## src/rtl/magnitude_compare_pkg.sv

```systemverilog
// Shared types and constants for the serial magnitude comparator.
package magnitude_compare_pkg;

  typedef enum logic {
    IDLE = 1'b0,
    RUN  = 1'b1
  } state_t;

  typedef logic [1:0] cmp_t;

  localparam cmp_t CMP_LT = 2'd0;
  localparam cmp_t CMP_EQ = 2'd1;
  localparam cmp_t CMP_GT = 2'd2;

endpackage

```

## src/rtl/magnitude_compare_serial_cmp_digit.sv

```systemverilog
// Unsigned compare of one DIGIT-bit slice pair.
module cmp_digit #(
  parameter int unsigned DIGIT = 4
) (
  input  logic [DIGIT-1:0] a,
  input  logic [DIGIT-1:0] b,
  output logic             gt,
  output logic             lt
);

  // Both flags low means the slices are equal.
  assign gt = (a > b);
  assign lt = (a < b);

endmodule

```

## src/rtl/magnitude_compare_serial.sv

```systemverilog
// MSB-first digit-serial magnitude comparator with early exit on first differing digit.
module magnitude_compare_serial #(
  parameter int unsigned WIDTH = 16,
  parameter int unsigned DIGIT = 4
) (
  input  logic             clk,
  input  logic             rst_n,
  input  logic             start,
  input  logic             signed_mode,
  input  logic [WIDTH-1:0] a,
  input  logic [WIDTH-1:0] b,
  output logic             busy,
  output logic             done,
  output logic             gt,
  output logic             eq,
  output logic             lt
);

  import magnitude_compare_pkg::*;

  localparam int unsigned NDIG = WIDTH / DIGIT;
  localparam int unsigned IDXW = (NDIG > 1) ? $clog2(NDIG) : 1;

  if ((DIGIT < 1) || (DIGIT > WIDTH) || ((WIDTH % DIGIT) != 0)) begin : g_bad_param
    $error("magnitude_compare_serial: WIDTH must be a multiple of DIGIT, 1 <= DIGIT <= WIDTH");
  end

  state_t            state_q, state_d;
  logic [WIDTH-1:0]  a_q, a_d, b_q, b_d;
  logic [IDXW-1:0]   idx_q, idx_d;
  logic              busy_d, done_d, gt_d, eq_d, lt_d;
  logic [WIDTH-1:0]  flip;
  logic [DIGIT-1:0]  a_dig, b_dig;
  logic              dig_gt, dig_lt;
  logic              decided;
  cmp_t              code;

  // Signed operands become offset-binary by inverting the MSB, so one unsigned path serves both modes.
  always_comb begin
    flip            = '0;
    flip[WIDTH-1]   = signed_mode;
  end

  // Select the digit currently under comparison.
  always_comb begin
    a_dig = '0;
    b_dig = '0;
    for (int unsigned i = 0; i < NDIG; i++) begin
      if (idx_q == IDXW'(i)) begin
        a_dig = a_q[i*DIGIT +: DIGIT];
        b_dig = b_q[i*DIGIT +: DIGIT];
      end
    end
  end

  cmp_digit #(.DIGIT(DIGIT)) u_cmp_digit (
    .a  (a_dig),
    .b  (b_dig),
    .gt (dig_gt),
    .lt (dig_lt)
  );

  // Next-state and output logic.
  always_comb begin
    state_d = state_q;
    a_d     = a_q;
    b_d     = b_q;
    idx_d   = idx_q;
    done_d  = 1'b0;
    gt_d    = gt;
    eq_d    = eq;
    lt_d    = lt;
    decided = 1'b0;
    code    = CMP_EQ;

    case (state_q)
      IDLE: begin
        if (start) begin
          state_d = RUN;
          a_d     = a ^ flip;
          b_d     = b ^ flip;
          idx_d   = IDXW'(NDIG - 1);
          gt_d    = 1'b0;
          eq_d    = 1'b0;
          lt_d    = 1'b0;
        end
      end
      RUN: begin
        if (dig_gt) begin
          decided = 1'b1;
          code    = CMP_GT;
        end else if (dig_lt) begin
          decided = 1'b1;
          code    = CMP_LT;
        end else if (idx_q == '0) begin
          decided = 1'b1;
          code    = CMP_EQ;
        end else begin
          idx_d = idx_q - IDXW'(1);
        end
        if (decided) begin
          state_d = IDLE;
          done_d  = 1'b1;
          gt_d    = (code == CMP_GT);
          eq_d    = (code == CMP_EQ);
          lt_d    = (code == CMP_LT);
        end
      end
      default: state_d = IDLE;
    endcase

    busy_d = (state_d == RUN);
  end

  // State, operand and output registers.
  always_ff @(posedge clk or negedge rst_n) begin
    if (!rst_n) begin
      state_q <= IDLE;
      a_q     <= '0;
      b_q     <= '0;
      idx_q   <= '0;
      busy    <= 1'b0;
      done    <= 1'b0;
      gt      <= 1'b0;
      eq      <= 1'b0;
      lt      <= 1'b0;
    end else begin
      state_q <= state_d;
      a_q     <= a_d;
      b_q     <= b_d;
      idx_q   <= idx_d;
      busy    <= busy_d;
      done    <= done_d;
      gt      <= gt_d;
      eq      <= eq_d;
      lt      <= lt_d;
    end
  end

endmodule

```

## config.mk

```make
export PLATFORM = sky130hd
export DESIGN_NAME = magnitude_compare_serial
export DESIGN_NICKNAME = d
export VERILOG_FILES = /design/src/rtl/magnitude_compare_pkg.sv /design/src/rtl/magnitude_compare_serial_cmp_digit.sv /design/src/rtl/magnitude_compare_serial.sv
export SDC_FILE = /design/constraint.sdc
export NUM_CORES = 1
export LEC_CHECK = 0
export ABC_AREA = 1
export BUFFER_PORTS_ARGS = -buffer_cell sky130_fd_sc_hd__buf_2
export CAP_MARGIN = 5
export CORE_UTILIZATION = 35
export DETAILED_ROUTE_END_ITERATION = 12
export GPL_TIMING_DRIVEN = 0
export MAX_ROUTING_LAYER = met4
export PLACE_DENSITY = 0.65
export SLEW_MARGIN = 20
export SYNTH_ARGS = -nofsm -noshare
export SYNTH_HDL_FRONTEND = slang
export SYNTH_SLANG_ARGS = --single-unit
```

## constraint.sdc

```tcl
create_clock -name clk -period 6.5 [get_ports clk]
set_clock_uncertainty 0.2 [all_clocks]
set_input_delay 1.3 -clock clk [delete_from_list [all_inputs] [get_ports clk]]
set_output_delay 1.3 -clock clk [all_outputs]
set_load 0.01 [all_outputs]
```

; ---- Word-level counts from Yosys, hierarchy flattened
; Index checks and enable logic that the tools add are counted.
[classes]
n_addsub = 1
n_bitwise = 3
order_cmp = 2
reduce_logical = 5
n_mux = 32
n_eq_ne = 10
[ops]
columns = cell, n
row1 = $mux 4, 8
row2 = $xor 16x16->16, 2
row3 = $mux 1, 13
row4 = $mux 2, 6
row5 = $ne 2x2->1 const B, 4
row6 = $pmux 1 s2, 4
row7 = $eq 2x2->1 const B, 3
row8 = $eq 2x1->1 const B, 2
row9 = $gt 4x4->1, 1
row10 = $logic_not 2->1, 2
row11 = $lt 4x4->1, 1
row12 = $pmux 2 s2, 1
row13 = $reduce_and 2->1, 2
row14 = $reduce_and 4->1, 1
row15 = $ne 2x1->1 const B, 1
row16 = $sub 2x1->2 const B, 1
row17 = $not 1->1, 1
[word_totals]
input_bits = 36
out_inout_bits = 5
ff_bits = 39
elab_cells = 61

; ---- Longest topological paths before layout
[logic_depth]
ltp_word = 12
mapped_depth = 17
mapped_depth_nobuf = 17

; ---- Hierarchy
; Synthesis repeated with hierarchy kept, for this count alone.
[unflattened]
hier_cells = 263
area_unflattened_um2 = 2033.2
[by_module_without_submodules]
columns = mod, area_per_inst_um2, seq_area_each_um2, cells_each, n_inst
row1 = magnitude_compare_serial, 1918.1, 975.9, 243, 1
row2 = cmp_digit, 115.1, 0.0, 20, 1

; ---- Worst setup path after synthesis
; No wires, ideal clock.
[synth_timing]
path_kind = register to register
from = register idx_q[0]
to = register idx_q[0]
setup_time_ps = 117
synth_period_minus_slack_ps = 2388
slack_ps = 4112
path_buffers = 0
t_arrival_ps = 2071
stages_incl_launch_ff = 14
cell_sequence = dfrtp_1 inv_1 ha_1 clkinv_1 o21ai_0 o21ai_0 ha_1 nand2_1 nor2_1 nor2_1 nor2_4 nand3_2 nand2_1 nand2_1
[synth_between]
elab_chain_cells = 8
word_cells_on_any_way = 23
[synth_lines]
columns = element, line
row1 = "start, declared", magnitude_compare_serial.sv:30  ; logic [IDXW-1:0] idx_q, idx_d;
row2 = "start signal, assigned", magnitude_compare_serial.sv:131  ; idx_q <= idx_d;
row3 = $logic_not 2->1, "magnitude_compare_serial.sv:49, magnitude_compare_serial.sv:95"
row4 = $mux 4 (4 in series), magnitude_compare_serial.sv:49  ; if (idx_q == IDXW'(i)) begin
row5 = $lt 4x4->1 / $gt 4x4->1 (equally long branches), "magnitude_compare_serial_cmp_digit.sv:13, magnitude_compare_serial_cmp_digit.sv:12"
row6 = $ne 2x2->1 (no line), --
row7 = $reduce_and 4->1 (no line), --
; Parallel ways exist; a longest one is shown, timed or not. The select of a mux whose other input is x is not followed.
; A chain may end at the register's enable or synchronous reset.

; ---- Final worst setup path
[layout_timing]
from = register idx_q[0]
to = register idx_q[1]
; Same word-level chain as after synthesis.

==> results.cfg <==
[outcome]
status = finished clean

[yosys]
synthAdderAreaFrac_pct = 4.94
synth_fp_nets = 228
ys_ff_latch = 39
synth_cells = 184
synth_top_family_by_area = multiplexers
ys.flop_type = dfrtp_1
async_flop_share_pct = 100
synth_xor_area_share_pct = 0.864
seq_area_frac_synth_pct = 48.1
synth-compound-area-share_pct = 6.79
ys_warn_count = 0
yosys.area_share.simple_pct = 13.1
syn_avg_cell_area_um2 = 11.0
synth_cell_types = 21
synthMuxAreaShare_pct = 20.9
synth-edff-count = 0
netlist_area_um2 = 2030

[timing]
finalMaxSlewViolations = 0
tightest_slew_ps = 839
setup_violations = 0
relSlewSlack_pct = 44.0
layout_min_cycle_time_ps = 2830
timing.fmax_mhz = 353
rsz0062_at_grt = no
tns_ps = 0
finalCritPeriodShare_pct = 43.6
finalHoldViolCount = 0
worst_slack_ps = 3670

[clock_network]
tritoncts = done
cts_resized = 0
clock_latency_ps = 290
cts_hold_buf = 0
cts_root_buf = clkbuf_8
htree_levels = 2
postCtsSetupBuffers = 0
clk_pin_slew_ps = 80
cts_made_buffers = 5
cts_max_path_buffers = 2
clock_sinks = 39

[floorplan]
dieWidth_um = 78.1
row_count = 27
dieArea_um2 = 6100
core_um2 = 5540
ios = 41
fp.dieH_um = 78.1
initial_core_util_pct = 36.6

[drt]
detailroute.via_count = 1406
dr.first_iter.drc_count = 79
wl_per_cell_um = 13.1
final_antenna_net_count = 0
drt-total-wl_um = 3980
drc = 0
via_per_inst = 4.63
drt-pass1-iter-count = 4

[final_layout]
final_common_cell = nand2_1
syn2layout_area_growth_pct = 21.0
antenna_cells = 0
layoutNonFillerInstCount = 304
finish.utilization_pct = 44.3
layout_common_cells = nand2_1 (45), buf_2 (42), dfrtp_1 (39)
layout-drive-gt1-share_pct = 37.5
nets = 275

[grt]
grt_overflow = 0
grt_max_degree = 40
grt_use_total_pct = 14.9
grt_pass1_vias = 1365
antenna_found_initial = 0
grt_pass1_wl_um = 6770

[place]
dp_cells = 296
dpl.hpwl_um = 2970
gp_congestion = 0.815
port_buffers = 40
dp_slack_ps = 3680

[worst_setup_path]
endpoint_kind = flip-flop
start_kind = flip-flop
cp.arrival_ps = 2810
critPathMaxFanout = 10
crit_type = flip-flop to flip-flop
critPathRequiredTime_ps = 6480

[power]
vdd_drop_max_mv = 0.176
power.density_nw_per_um2 = 517
leakage_nw = 1.26

[job]
maxCapViolations = 0

[min_path]
min_path_type = flip-flop to flip-flop
sequential cells by signal, indices dropped and copies added (netlist names):
register / count
eq: 1
state_q: 1
done: 1
gt: 1
b_q: 16
idx_q: 2
lt: 1
a_q: 16
cell type report:
type                            count  area (µm²)
Tap cell                           72        90.1
Clock buffer                        5        68.8
Clock inverter                      3        67.6
Timing Repair Buffer               40         200
Multi-Input combinational cell    128         946
Buffer                              5        61.3
Fill cell                         550        3090
Inverter                           12        45.0
Sequential cell                    39         976
cells by family (layout without fill, tap and decap cells):
logic type | after synthesis | after routing
multiplexers | 30 | 30
AND/OR/NAND/NOR | 61 | 61
buffers and inverters | 17 | 65
AO/OA/AOI/OAI | 27 | 27
flip-flops | 39 | 39
XOR/XNOR | 2 | 2
adder cells (fa/ha/maj) | 8 | 8
power breakdown:
group / switching [mW] / internal [mW] / total [mW]
Combinational: 0.325 / 0.284 / 0.609
Clock: 0.0851 / 0.153 / 0.238
Sequential: 0.0707 / 0.351 / 0.422
Total: 0.481 / 0.788 / 1.27
cells in the mapped netlist, drive strengths merged, types with 4 or more instances:
master	count	area, µm²
dfrtp	39	976
mux2	30	424
nand4	4	25.0
ha	8	100
a21oi	9	45.0
nor2	5	26.3
o21ai	16	80.1
inv	10	37.5
nand3	6	35.0
nand2	46	180
buf	5	61.3
metal layers:
| metal | vias to the layer above | share of wire [%] | track usage (%) |
|---|---|---|---|
| met5 | - | 0 | - |
| met4 | 0 | 1.2 | 3.89 |
| met3 | 6 | 4.6 | 4.42 |
| met2 | 34 | 42 | 21.0 |
| met1 | 651 | 52 | 20.7 |
| li1 | 715 | - | - |
critical path, cell delays in order (launching register included):
cell	delay, ps
dfrtp_1	440
inv_1	100
ha_1	310
clkinv_1	290
o21ai_0	210
o21ai_0	130
ha_1	290
nand2_1	60
nor2_1	160
nor2_1	100
nor2_4	170
nand3_2	130
nand2_1	80
nand2_1	50
stage by stage:
step	power, mW	hold WS, ps	instance area [µm²]
4_1_cts	1.28	313	2450
3_5_place_dp	1.03	294	2320
3_3_place_gp	1.02	290	2320
2_1_floorplan	0.888	248	2030
6_report	1.27	308	2450
5_1_grt	1.39	318	2450
worst paths after layout:
kind                            depth (start not counted)  startpoint  endpoint  slack [ps]
worst max-delay path                                   13    idx_q[0]  idx_q[1]        3670
max in group asynchronous                               1       rst_n   b_q[12]        4660
min in group asynchronous                               1       rst_n    b_q[1]         910
worst min register to register                          2     b_q[15]   b_q[15]         310
worst max register to register                         13    idx_q[0]  idx_q[1]        3670
worst min-delay path                                    2     b_q[15]   b_q[15]         310
Note: power is estimated with default switching activity, not from simulation.
